$ cat src/rtl/flight_mode_controller.sv
// Sequencing controller for the x/y/z axis position units: accepts flight commands,
// drives the one-hot velocity-mode and position selects, and times warp and stealth.
module flight_mode_controller #(
  parameter int CHARGE_CYCLES   = 8,
  parameter int COOLDOWN_CYCLES = 16,
  parameter int STEALTH_MAX     = 64
) (
  input  logic       clk,
  input  logic       rst,
  input  logic       cmd_valid,
  input  logic [2:0] cmd_op,
  output logic       cmd_ready,
  input  logic       abort,
  output logic [3:0] mode_sel,
  output logic [3:0] pos_sel,
  output logic [2:0] state,
  output logic       err,
  output logic       stealth_expired
);

  localparam int PHASE_MAX = (CHARGE_CYCLES > COOLDOWN_CYCLES) ? CHARGE_CYCLES : COOLDOWN_CYCLES;
  localparam int PW = $clog2(PHASE_MAX + 1);
  localparam int SW = $clog2(STEALTH_MAX + 1);

  localparam logic [3:0] MODE_RESET   = 4'b0001;
  localparam logic [3:0] MODE_DEFENSE = 4'b0100;
  localparam logic [3:0] MODE_STEALTH = 4'b1000;
  localparam logic [3:0] POS_ZERO     = 4'b0001;
  localparam logic [3:0] POS_ACC      = 4'b0010;
  localparam logic [3:0] POS_WARP     = 4'b0100;

  typedef enum logic [2:0] {
    ST_IDLE     = 3'd0,
    ST_CRUISE   = 3'd1,
    ST_CHARGE   = 3'd2,
    ST_JUMP     = 3'd3,
    ST_COOLDOWN = 3'd4
  } state_t;

  state_t        state_reg, state_next;
  logic [3:0]    mode_reg, mode_next;
  logic [3:0]    pos_reg, pos_next;
  logic [PW-1:0] phase_cnt_reg, phase_cnt_next;
  logic [SW-1:0] stealth_cnt_reg, stealth_cnt_next;
  logic          ready_reg, ready_next;
  logic          err_reg, err_next;
  logic          expired_reg, expired_next;

  logic          accept;
  logic          op_is_mode;
  logic [3:0]    op_mode;
  logic          phase_last;
  logic [PW-1:0] phase_dec;
  logic          stealth_limit;

  assign accept     = cmd_valid & ready_reg;
  assign op_is_mode = (cmd_op != 3'd0) && (cmd_op <= 3'd3);
  // Ops 0..3 map directly onto the one-hot mode encoding.
  assign op_mode    = 4'b0001 << cmd_op[1:0];
  assign phase_last = (phase_cnt_reg <= PW'(1));
  assign phase_dec  = (phase_cnt_reg == '0) ? '0 : phase_cnt_reg - PW'(1);
  // True during the STEALTH_MAX-th consecutive stealth cycle.
  assign stealth_limit = (mode_reg == MODE_STEALTH) && (stealth_cnt_reg >= SW'(STEALTH_MAX - 1));

  always_comb begin
    state_next     = state_reg;
    mode_next      = mode_reg;
    phase_cnt_next = phase_cnt_reg;
    err_next       = 1'b0;
    expired_next   = 1'b0;

    case (state_reg)
      ST_IDLE: begin
        if (accept) begin
          if (op_is_mode) begin
            state_next = ST_CRUISE;
            mode_next  = op_mode;
          end else if (cmd_op != 3'd0) begin
            err_next = 1'b1;
          end
        end
      end
      ST_CRUISE: begin
        if (accept) begin
          if (cmd_op == 3'd0) begin
            state_next = ST_IDLE;
            mode_next  = MODE_RESET;
          end else if (op_is_mode) begin
            mode_next = op_mode;
          end else if (cmd_op == 3'd4 && mode_reg != MODE_STEALTH) begin
            state_next     = ST_CHARGE;
            phase_cnt_next = PW'(CHARGE_CYCLES);
          end else begin
            err_next = 1'b1;
          end
        end else if (stealth_limit) begin
          mode_next    = MODE_DEFENSE;
          expired_next = 1'b1;
        end
      end
      ST_CHARGE: begin
        // abort takes priority over the expiry edge.
        if (abort) begin
          state_next     = ST_CRUISE;
          phase_cnt_next = '0;
        end else if (phase_last) begin
          state_next     = ST_JUMP;
          phase_cnt_next = '0;
        end else begin
          phase_cnt_next = phase_dec;
        end
      end
      ST_JUMP: begin
        state_next     = ST_COOLDOWN;
        phase_cnt_next = PW'(COOLDOWN_CYCLES);
      end
      ST_COOLDOWN: begin
        if (phase_last) begin
          state_next     = ST_CRUISE;
          phase_cnt_next = '0;
        end else begin
          phase_cnt_next = phase_dec;
        end
        if (accept) begin
          if (cmd_op == 3'd0) begin
            state_next     = ST_IDLE;
            mode_next      = MODE_RESET;
            phase_cnt_next = '0;
          end else if (op_is_mode) begin
            mode_next = op_mode;
          end else begin
            err_next = 1'b1;
          end
        end else if (stealth_limit) begin
          mode_next    = MODE_DEFENSE;
          expired_next = 1'b1;
        end
      end
      default: begin
        state_next     = ST_IDLE;
        mode_next      = MODE_RESET;
        phase_cnt_next = '0;
      end
    endcase

    // Timer restarts only on entry to stealth; a repeated stealth command keeps counting.
    stealth_cnt_next = '0;
    if (mode_next == MODE_STEALTH) begin
      if (mode_reg != MODE_STEALTH)
        stealth_cnt_next = '0;
      else if (stealth_cnt_reg < SW'(STEALTH_MAX))
        stealth_cnt_next = stealth_cnt_reg + SW'(1);
      else
        stealth_cnt_next = stealth_cnt_reg;
    end

    pos_next   = POS_ACC;
    ready_next = 1'b1;
    case (state_next)
      ST_IDLE:   pos_next = POS_ZERO;
      ST_CHARGE: ready_next = 1'b0;
      ST_JUMP: begin
        pos_next   = POS_WARP;
        ready_next = 1'b0;
      end
      default: begin
        pos_next   = POS_ACC;
        ready_next = 1'b1;
      end
    endcase
  end

  always_ff @(posedge clk or posedge rst) begin
    if (rst) begin
      state_reg       <= ST_IDLE;
      mode_reg        <= MODE_RESET;
      pos_reg         <= POS_ZERO;
      phase_cnt_reg   <= '0;
      stealth_cnt_reg <= '0;
      ready_reg       <= 1'b1;
      err_reg         <= 1'b0;
      expired_reg     <= 1'b0;
    end else begin
      state_reg       <= state_next;
      mode_reg        <= mode_next;
      pos_reg         <= pos_next;
      phase_cnt_reg   <= phase_cnt_next;
      stealth_cnt_reg <= stealth_cnt_next;
      ready_reg       <= ready_next;
      err_reg         <= err_next;
      expired_reg     <= expired_next;
    end
  end

  assign state           = state_reg;
  assign mode_sel        = mode_reg;
  assign pos_sel         = pos_reg;
  assign cmd_ready       = ready_reg;
  assign err             = err_reg;
  assign stealth_expired = expired_reg;

endmodule

$ cat config.mk
export PLATFORM = sky130hd
export DESIGN_NAME = flight_mode_controller
export DESIGN_NICKNAME = d
export VERILOG_FILES = /design/src/rtl/flight_mode_controller.sv
export SDC_FILE = /design/constraint.sdc
export NUM_CORES = 1
export LEC_CHECK = 0
export CAP_MARGIN = 10
export CELL_PAD_IN_SITES_DETAIL_PLACEMENT = 1
export CELL_PAD_IN_SITES_GLOBAL_PLACEMENT = 1
export CORE_UTILIZATION = 52
export CTS_CLUSTER_DIAMETER = 50
export DETAILED_ROUTE_END_ITERATION = 12
export DONT_BUFFER_PORTS = 1
export PLACE_DENSITY_LB_ADDON = 0.1
export SKIP_CTS_REPAIR_TIMING = 1
export SYNTH_ARGS = -nofsm -noshare
export SYNTH_HDL_FRONTEND = slang
export SYNTH_SLANG_ARGS = --single-unit
$ cat constraint.sdc
create_clock -name clk -period 3.11 [get_ports clk]
set_clock_uncertainty 0.1 [all_clocks]
set_input_delay 0.622 -clock clk [delete_from_list [all_inputs] [get_ports clk]]
set_output_delay 0.622 -clock clk [all_outputs]
set_load 0.005 [all_outputs]
* Word-level counts from Yosys, hierarchy flattened
Index checks and enable logic that the tools add are counted.
Storage, ports and cells: bits of input ports 7, output and inout port bits 14, logic and storage cells 91, flip-flop bits (word level) 26
Cells by class: $lt $le $gt $ge 4, reductions and logical operators 12, shifts and indexed selects 1, $add $sub $neg 2, bitwise operators 2, equal/unequal tests 15, multiplexer cells 47
Operator list (count):
- $mux W5 | 9
- $mux W3 | 11
- $pmux W5 S5 | 1
- $mux W7 | 3
- $mux W4 | 5
- $pmux W3 S5 | 1
- $mux W1 | 14
- $eq A3 B2 Y1 const B | 4
- $pmux W4 S3 | 1
- $logic_not A3 Y1 | 3
- $eq A4 B4 Y1 const B | 2
- $ne A2 B2 Y1 const B | 4
- $add A7 B1 Y7 const B | 1
- $ge A7 B6 Y1 const B | 1
- $lt A7 B7 Y1 const B | 1
- $eq A3 B3 Y1 const B | 2
- $pmux W3 S2 | 1
- $reduce_or A2 Y1 | 3
- $le A5 B1 Y1 const B | 1
- $logic_not A5 Y1 | 1
- $reduce_and A5 Y1 | 1
- $sub A5 B1 Y5 const B | 1
- $ne A4 B4 Y1 const B | 1
- $shl A1 B2 Y4 const A | 1
- 8 further kinds | 10

* Longest topological paths before layout
Gate-level depths: netlist (run 1).
word-level depth 10, gate-level depth with buffers 7, depth with buffers taken out 7

* Worst setup path after synthesis (run 1)
Ideal clock, no wire load.
path type input to register, start point input port cmd_op[1], end point register pos_reg[1], in the netlist pos_sel[1], cell stages on the path 6, arrival 1803 ps, required time 2885 ps, buffers on the path 1, setup time 125 ps, slack 1082 ps, path through or2_1 buf_6 o211ai_2 o32ai_1 a22oi_2 mux2_4
On the way: longest elaborated chain between the ends 9, elaborated cells between the ends (all ways) 18, those cells by class order compare (1); eq/ne (2); mux (10); reduce/logical (5)
RTL lines:
- start: declaration | line 11 | input logic [2:0] cmd_op,
- parallel branches: the longest is 6 deep, another holds $le A3 B2 Y1
- $pmux W3 S5 (*) | line 72 | case (state_reg)
- $eq A3 B2 Y1 / $logic_not A3 Y1 (equally long branches) | line 159 | case (state_next)
- $pmux W3 S2 (*) | line 159
- net pos_next[1] | line 42 | logic [3:0] pos_reg, pos_next;
- end signal: assignment | line 186 | pos_reg <= pos_next;
- end: declaration | line 42
Mark *: on every way through the listed nets, which the timed path passes. A chain may end at the register's enable or synchronous reset.

* Worst setup path in the final report (run 1)
start point register state_reg[1], in the netlist state[1], end point register pos_reg[1], in the netlist pos_sel[1]
On the way: longest elaborated chain between the ends 7, elaborated cells between the ends (all ways) 20, those cells by class eq/ne (5); mux (13); reduce/logical (2)
RTL lines:
- start: declaration | line 40 | state_t state_reg, state_next;
- start signal: assignment | line 184 | state_reg <= state_next;
- $mux W3 | line 90 | end else if (cmd_op == 3'd4 && mode_reg != MODE_STEALTH) begin
- $mux W3 | line 88 | end else if (op_is_mode) begin
- $mux W3 | line 85 | if (cmd_op == 3'd0) begin
- $mux W3 | line 84 | if (accept) begin
- $pmux W3 S5 (*) | line 72
- $eq A3 B2 Y1 / $logic_not A3 Y1 (equally long branches) | line 159
- $pmux W3 S2 (*) | line 159
- net pos_next[1] | line 42
The timed path passes the listed nets; every way through them passes the cells marked *.

==> results of run 1 <==
## through the flow
| step | std cells | setup slack (ns) | util (%) | hold slack, ns | area (um^2) |
|---|---|---|---|---|---|
| after floorplan | 158 | 1.08 | - | 0.396 | 1530 |
| after CTS | 188 | 0.911 | 56.3 | 0.293 | 1570 |
| after detailed placement | 184 | 0.930 | 55.2 | 0.450 | 1540 |
| after global placement | 184 | 1.01 | 55.2 | 0.421 | 1540 |
| after global routing | 188 | 0.779 | 56.3 | 0.324 | 1570 |
| final | 188 | 0.902 | 56.3 | 0.261 | 1570 |
## power groups by stage
stage | clock network, W | registers (W) | logic, W
after floorplan | 0 | 0.000492 | 0.000376
after global routing | 0.000164 | 0.000558 | 0.000502
after detailed placement | 0 | 0.000547 | 0.000433
after global placement | 0 | 0.000542 | 0.000416
final | 0.000152 | 0.000541 | 0.000442
after CTS | 0.000156 | 0.000541 | 0.000441
## worst paths after layout
path,startpoint,end,slack [ns],cells past startpoint
max,state[1]$_DFF_PP0_,pos_sel[1]$_DFF_PP0_,0.90,4
min,rst,err$_DFF_PP0_,0.26,1
max reg2reg,state[1]$_DFF_PP0_,pos_sel[1]$_DFF_PP0_,0.90,4
min reg2reg,phase_cnt_reg[1]$_DFFE_PP0P_,phase_cnt_reg[1]$_DFFE_PP0P_,0.48,2
max in group asynchronous,rst,state[2]$_DFF_PP0_,2.07,1
min in group clk,cmd_op[1],mode_sel[1]$_DFF_PP0_,0.32,1
## cell usage in the layout, fill, tap and decap left out, types with 3 or more instances in the layout
cell type  count
clkbuf_4       3
ha_1           4
nand3_1        5
nand2_1       10
xnor2_1        3
dfstp_2        3
o21bai_1       3
dfrtp_1       22
xor2_1         3
a21oi_1        6
nor2_1        20
nand4b_1       3
inv_1         11
o21ai_0        7
## worst register-to-register path, stage by stage, from the launching register on
cell and delay, ns:
dfrtp_1 0.61, or2_2 0.43, nor4_1 0.50, a31oi_2 0.15
mux2_4 0.33
## layer usage
metal,GRT usage [%],part of all wire [%]
met1,35.0,46
met2,40.1,48
met3,6.22,5.7
met5,0,0
met4,5.92,0.70
## cells by family after synthesis
| logic type | Yosys count | share of synthesized area [%] |
|---|---|---|
| flops | 25 | 41.1 |
| fa+ha+maj | 4 | 3.27 |
| compound gates | 46 | 23.8 |
| buf+inv | 16 | 4.90 |
| other cells | 1 | 0.245 |
| xor+xnor | 6 | 3.43 |
| mux | 2 | 1.63 |
| simple gates | 58 | 21.7 |
## layout make-up
type	count	area (um^2)
Clock buffer	3	22.5
Multi-Input combinational cell	117	827
Clock inverter	1	7.51
Inverter	11	41.3
Tap cell	31	38.8
Sequential cell	25	629
Fill cell	320	1210
==> key figures, run 1 <==
Run status
  – Status: completed

Route
  – # DRC: 0
  – TritonRoute pass-1 iters: 4
  – ANT nets after route: 0
  – Average vias per placed instance: 6.57
  – Via count: 1,235
  – Routed wire per std cell: 19.0 um
  – Initial DRC Count: 70
  – Drt total wl: 3.58 mm

Worst setup path
  – Crit-path slowest cell: dfrtp_1
  – Crit path buffers/inverters: 0
  – CP delay by family, top: simple AND/OR/NAND/NOR gates
  – Max stage delay on crit path: 0.61 ns
  – CP Max Fanout: 16
  – Crit-path cells: or2_2, nor4_1, a31oi_2, mux2_4
  – Worst Path Required: 3.22 ns
  – Critical path endpoint category: flip-flop
  – Crit path arrival time: 2.32 ns
  – Class of the most critical setup path: flip-flop to flip-flop
  – CP startpoint kind: flip-flop

Clocking
  – Clock Sink Count: 25
  – H-tree depth: 1
  – Clk root buf: clkbuf_4
  – Num CTS Buffers: 3
  – Reg clk slew, reported paths: 0.16 ns
  – Later-pin clock latency in the skew report: 0.33 ns
  – TritonCTS clock tree: yes
  – Max Root-Sink Buffers: 2

Die
  – Die area: 0.00317 mm^2
  – Initial core utilization: 55.1%
  – Top-level I/O count: 21
  – Core ar.: 0.00278 mm^2
  – Rows: 19
  – Die Y: 56.3 um
  – Horiz. Die Dim: 56.3 um

Global routing
  – Pin count of the biggest net entering global routing: 26
  – Initial antenna violation count: 0
  – Global-route wire length before repair: 6.18 mm
  – Vias in the first global route: 1,236
  – GRT Util Overall: 25.2%
  – Total gr overflow: 0

Synth
  – Count of cell types in the netlist: 59
  – Gate Count Post-Synth: 158
  – Post-synth EDFFs: 0
  – Synthesis warning total: 0
  – Async SR Flop Fraction: 100%
  – Share of the synthesized area in the top cell type: 35.9%
  – Mean Syn Cell Area: 9.69 um^2
  – Seq/Total Area, Yosys: 41.1%
  – Most common cell in the netlist: dfrtp_1
  – Syn_nets: 169
  – Main synth FF type: dfrtp_1
  – Most frequent cells after synthesis: 22 x dfrtp_1, 20 x nor2_1, 11 x inv_1
  – Yosys top cell by area: dfrtp_1
  – Synthesized area: 0.00153 mm^2
  – Flops & latches, synth: 25
  – Largest cells by area after synthesis: dfrtp_1 36%, dfstp_2 5.1%, nor2_1 4.9%

Power
  – Sw Ratio: 42.6%
  – Static leakage: 0.680 nW
  – Combinational power share: 38.9%
  – Power density relative to cell area: 724 mW/mm^2
  – Sequential group share of total power: 47.7%
  – Clk network pwr share: 13.4%
  – Total Power: 0.00113 W
  – Sw Pwr: 0.000483 W
  – P_int: 0.000651 W
  – Max IR drop VDD: 0.442 mV

Timing
  – Final min period: 2.21 ns
  – Fin. max-slew vios: 0
  – Fin crit share: 71.0%
  – Slew margin rel.: 38.3%
  – Setup violators final: 0
  – FMAX: 453 MHz
  – Fin. Hold Viols: 0
  – RSZ-0062 raised after global routing: no
  – Setup TNS: 0 ns
  – Worst-Margin Slew: 0.924 ns

Final layout
  – Area growth, synth to finish: 2.29%
  – Ant diodes: 0
  – Share of cells above drive strength 1: 13.4%
  – Nets: 169
  – Max reg flops: 7

Placement
  – DP HPWL: 2.65 mm
  – Final Wtd Congestion: 0.897
  – Buffers on Ports: 0

Hold path
  – Hold Path Class: input pin to async pin

Flow run
  – Total of max-cap violations: 0
No activity file was read; power rests on OpenSTA's default activity.
==> run 2, diff against run 1 <==
Settings changed: CORE_UTILIZATION 52 to 48.
Clock period 3.11 ns to 2.21 ns, I/O delays scaled along.
==> key figures, run 2 (synthesis results as in run 1) <==
Run status
  – Status: completed

Placement
  – Area after DPL: 0.00160 mm^2
  – Buffers on Ports: 0
  – DP HPWL: 2.78 mm
  – Final Wtd Congestion: 0.820

Timing
  – Worst-Margin Slew: 0.498 ns
  – Fin. max-slew vios: 0
  – Final min period: 2.00 ns
  – Fin. Hold Viols: 0
  – FMAX: 501 MHz
  – Fin crit share: 90.3%
  – RSZ-0062 raised after global routing: no
  – Setup violators final: 0
  – Setup TNS: 0 ns
  – Slew margin rel.: 66.7%

Route
  – Drt total wl: 3.61 mm
  – TritonRoute pass-1 iters: 4
  – # DRC: 0
  – ANT nets after route: 0
  – Average vias per placed instance: 5.80
  – Routed wire per std cell: 17.4 um
  – Initial DRC Count: 65
  – Via count: 1,206

Worst setup path
  – Crit path buffers/inverters: 0
  – Worst Path Required: 2.37 ns
  – Max stage delay on crit path: 0.53 ns
  – Class of the most critical setup path: flip-flop to flip-flop
  – CP Max Fanout: 8
  – Crit-path cells: nor4b_4, o41ai_2, a41oi_1, o211ai_2, nor2_1
  – CP delay by family, top: simple AND/OR/NAND/NOR gates
  – Crit path arrival time: 2.15 ns
  – CP startpoint kind: flip-flop
  – Crit-path slowest cell: nor4b_4
  – Critical path endpoint category: flip-flop

Clocking
  – Max Root-Sink Buffers: 2
  – H-tree depth: 1
  – Num CTS Buffers: 3
  – Reg clk slew, reported paths: 0.13 ns
  – Later-pin clock latency in the skew report: 0.33 ns
  – Clock Sink Count: 25
  – TritonCTS clock tree: yes
  – Clk root buf: clkbuf_4

Die
  – Horiz. Die Dim: 58.5 um
  – Top-level I/O count: 21
  – Core ar.: 0.00303 mm^2
  – Die area: 0.00342 mm^2
  – Initial core utilization: 50.6%
  – Die Y: 58.5 um
  – Rows: 20

Final layout
  – Max reg flops: 7
  – Nets: 176
  – Most frequent cells in the layout: 22 x dfrtp_1, 20 x nor2_1, 11 x inv_1
  – Most common cell after layout, fill and taps aside: dfrtp_1
  – Design area: 0.00164 mm^2
  – Ant diodes: 0
  – Area growth, synth to finish: 7.11%
  – Share of cells above drive strength 1: 17.1%

Global routing
  – GRT busiest layer: met2
  – Global-route wire length before repair: 6.31 mm
  – Initial antenna violation count: 0
  – Total gr overflow: 0
  – Vias in the first global route: 1,313
  – Pin count of the biggest net entering global routing: 26
  – Met1 Usage GRT: 31.7%
  – Met2 Track Usage GR: 41.1%
  – GRT Util Overall: 24.6%
  – Met3 Use GR: 4.18%

Flow run
  – Total of max-cap violations: 0

Hold path
  – Hold Path Class: input pin to flip-flop

Power
  – Max IR drop VDD: 0.448 mV
  – Static leakage: 0.719 nW
  – Power density relative to cell area: 982 mW/mm^2
==> run 2: cell types whose count changed in the layout (fill, tap and decap cells not counted), sizes merged <==
cell         before  now
buf               0    6
clkinv            0    1
clkinvlp          1    0
dlygate4sd3       0    1
==> run 2: area by class of cell <==
class / instances / area (um^2)
clock inverters: 1 / 5.00
multi-input cells: 117 / 832
flip-flops and latches: 25 / 629
clock buffers: 3 / 22.5
fillers: 343 / 1390
repair buffers: 7 / 55.1
inverters: 11 / 41.3
well taps: 44 / 55.1
==> run 2: where the power goes <==
part / switching [W] / internal, W / total (W)
Sequential: 0.000158 / 0.000575 / 0.000734
Combinational: 0.000374 / 0.000296 / 0.000669
Clock: 0.000139 / 0.0000679 / 0.000207
Total: 0.000671 / 0.000939 / 0.00161
==> run 2: final timing paths <==
| check | to | slack [ns] | start | cells after the start |
|---|---|---|---|---|
| setup / recovery | stealth_cnt_reg[3]$_DFFE_PP0P_ | 0.21 | mode_sel[2]$_DFF_PP0_ | 5 |
| hold / removal | mode_sel[1]$_DFF_PP0_ | 0.12 | cmd_op[1] | 1 |
| setup reg to reg | stealth_cnt_reg[3]$_DFFE_PP0P_ | 0.21 | mode_sel[2]$_DFF_PP0_ | 5 |
| hold reg to reg | phase_cnt_reg[4]$_DFFE_PP0P_ | 0.46 | phase_cnt_reg[4]$_DFFE_PP0P_ | 2 |
| max in group asynchronous | mode_sel[0]$_DFF_PP1_ | 1.21 | rst | 3 |
| min in group asynchronous | pos_sel[2]$_DFF_PP0_ | 0.49 | rst | 3 |
==> run 2: routing by layer <==
layer / wire [um] / share of wire, %
met3: 145 / 4.0
met2: 1710 / 47
met4: 75 / 2.1
met5: 0 / 0
met1: 1680 / 46
==> run 2: metrics by stage <==
step	total power (W)	setup WS [ns]	cells	util (%)	hold WS, ns
2_1_floorplan	0.00122	0.352	158	-	0.367
3_3_place_gp	0.00137	0.252	203	52.8	0.301
3_5_place_dp	0.00140	0.214	203	52.8	0.317
4_1_cts	0.00162	0.189	207	53.7	-0.0656
5_1_grt	0.00175	0.0414	208	54.2	0.0985
6_report	0.00161	0.215	208	54.2	0.124
==> run 3, diff against run 2 <==
Settings changed: CORE_UTILIZATION 48 to 25, SKIP_CTS_REPAIR_TIMING 1 to unset.
==> key figures, run 3 (synthesis results as in run 1) <==
Final layout
  – Nets: 180
  – Design area: 0.00173 mm^2
  – Finished Layout Cells: 243
  – Most common cell after layout, fill and taps aside: dfrtp_1
  – Area growth, synth to finish: 12.7%
  – Final Util: 29.1%
  – Most frequent cells in the layout: 22 x dfrtp_1, 20 x nor2_1, 11 x inv_1
  – Max reg flops: 7
  – Share of cells above drive strength 1: 18.5%
  – Fillers: 694
  – Ant diodes: 0

Hold path
  – Hold path depth: 1
  – Hold Crit Start: cmd_op[1]
  – Hold path endpoint: mode_sel[1]$_DFF_PP0_
  – Hold Path Class: input pin to flip-flop

Worst setup path
  – Worst reg2reg endpoint: pos_sel[1]$_DFF_PP0_
  – Worst Path Required: 2.28 ns
  – Critical path endpoint category: flip-flop
  – Class of the most critical setup path: flip-flop to flip-flop
  – CP startpoint kind: flip-flop
  – Max stage delay on crit path: 0.47 ns
  – Crit-path cells: nor4b_4, nor4_1, buf_4, a31oi_2, nand2_1, mux2_4
  – Reg2reg path depth: 6
  – Flop2flop setup slack: 0.22 ns
  – CP Max Fanout: 6
  – Worst R2R Start: mode_sel[2]$_DFF_PP0_
  – Crit path arrival time: 2.05 ns
  – Crit-path slowest cell: dfrtp_1

Global routing
  – Total gr overflow: 0
  – Pin count of the biggest net entering global routing: 18
  – GRT Util Overall: 14.5%
  – Global-route wire length before repair: 7.07 mm
  – GRT busiest layer: met2
  – Vias in the first global route: 1,349
  – Met1 Usage GRT: 19.9%
  – Met2 Track Usage GR: 22.6%
  – Initial antenna violation count: 0
  – Met3 Use GR: 3.86%

Clocking
  – Num CTS Buffers: 3
  – Reg clk slew, reported paths: 0.10 ns
  – Max Root-Sink Buffers: 2
  – Clock Sink Count: 25
  – Post-cts repair resize count: 0
  – TritonCTS clock tree: yes
  – Postcts setup bufs: 0
  – Hold_buf cts: 1
  – Later-pin clock latency in the skew report: 0.27 ns
  – Clk root buf: clkbuf_8
  – H-tree depth: 1

Run status
  – Status: completed

Route
  – Initial DRC Count: 34
  – Routed wire per std cell: 17.1 um
  – TritonRoute pass-1 iters: 4
  – Via count: 1,251
  – ANT nets after route: 0
  – Average vias per placed instance: 5.15
  – # DRC: 0
  – Drt total wl: 4.16 mm

Die
  – Initial core utilization: 25.9%
  – Core ar.: 0.00592 mm^2
  – Horiz. Die Dim: 80.3 um
  – Die Y: 80.3 um
  – Rows: 28
  – Die area: 0.00644 mm^2
  – Top-level I/O count: 21

Placement
  – Area after DPL: 0.00167 mm^2
  – DP Worst Slack: 0.224 ns
  – Final Wtd Congestion: 0.807
  – Buffers on Ports: 0
  – DP HPWL: 3.22 mm
  – Placed cells: 238

Flow run
  – Total of max-cap violations: 0

Timing
  – FMAX: 504 MHz
  – PnR worst setup slack: 0.224 ns
  – Fin. max-slew vios: 0
  – Fin. Hold Viols: 0
  – Setup TNS: 0 ns
  – Final min period: 1.99 ns
  – RSZ-0062 raised after global routing: no
  – Fin crit share: 89.9%
  – Slew margin rel.: 58.9%
  – Worst-Margin Slew: 0.601 ns
  – Setup violators final: 0

Power
  – Max IR drop VDD: 0.281 mV
  – Static leakage: 0.741 nW
  – Power density relative to cell area: 1000 mW/mm^2
-- run 3: cell count changes in the layout (fill, tap and decap cells not counted), sizes merged --
cell,change
buf,+4
clkinv,-1
clkinvlp,+1
-- run 3: cell type report --
cell class	instances	area [um^2]	area share [%]
multi-input combinational	117	827	47.9
sequential	25	629	36.5
tap	75	93.8	5.44
timing repair buffer	11	85.1	4.93
clock buffer	3	41.3	2.39
inverter	11	41.3	2.39
clock inverter	1	7.51	0.435
-- run 3: how the worst max path moves through the flow --
stage | end | slack, ns | from
after floorplan | pos_sel[1]$_DFF_PP0_ | 0.35 | cmd_ready$_DFF_PP1_
after global placement | pos_sel[1]$_DFF_PP0_ | 0.25 | mode_sel[2]$_DFF_PP0_
after detailed placement | pos_sel[1]$_DFF_PP0_ | 0.22 | cmd_op[1]
after CTS | pos_sel[1]$_DFF_PP0_ | 0.21 | mode_sel[2]$_DFF_PP0_
after global routing | pos_sel[1]$_DFF_PP0_ | 0.08 | cmd_ready$_DFF_PP1_
final | pos_sel[1]$_DFF_PP0_ | 0.22 | mode_sel[2]$_DFF_PP0_
-- run 3: critical path: cells and delay by family, from the launching register on --
kind            cells  cell delay (ns)
flops               1             0.47
buf+inv             1             0.15
compound gates      1             0.29
mux                 1             0.26
simple gates        3             0.61
-- run 3: per-stage QoR --
stage | hold WS, ns | power [W]
2_1_floorplan | 0.367 | 0.00122
3_5_place_dp | 0.223 | 0.00145
3_3_place_gp | 0.205 | 0.00144
4_1_cts | 0.179 | 0.00175
5_1_grt | 0.202 | 0.00188
6_report | 0.191 | 0.00173
-- run 3: where the power goes --
group | internal [W] | leakage (nW) | switching (W) | total, W
Clock | 0.000128 | 0.0217 | 0.000161 | 0.000289
Sequential | 0.000576 | 0.323 | 0.000156 | 0.000732
Combinational | 0.000314 | 0.397 | 0.000392 | 0.000706
Total | 0.00102 | 0.741 | 0.000708 | 0.00173
-- run 3: layer usage --
layer,wire length [um],part of all wire [%]
met2,1920,46
met3,229,5.5
met5,0,0
met1,2000,48
met4,19,0.46
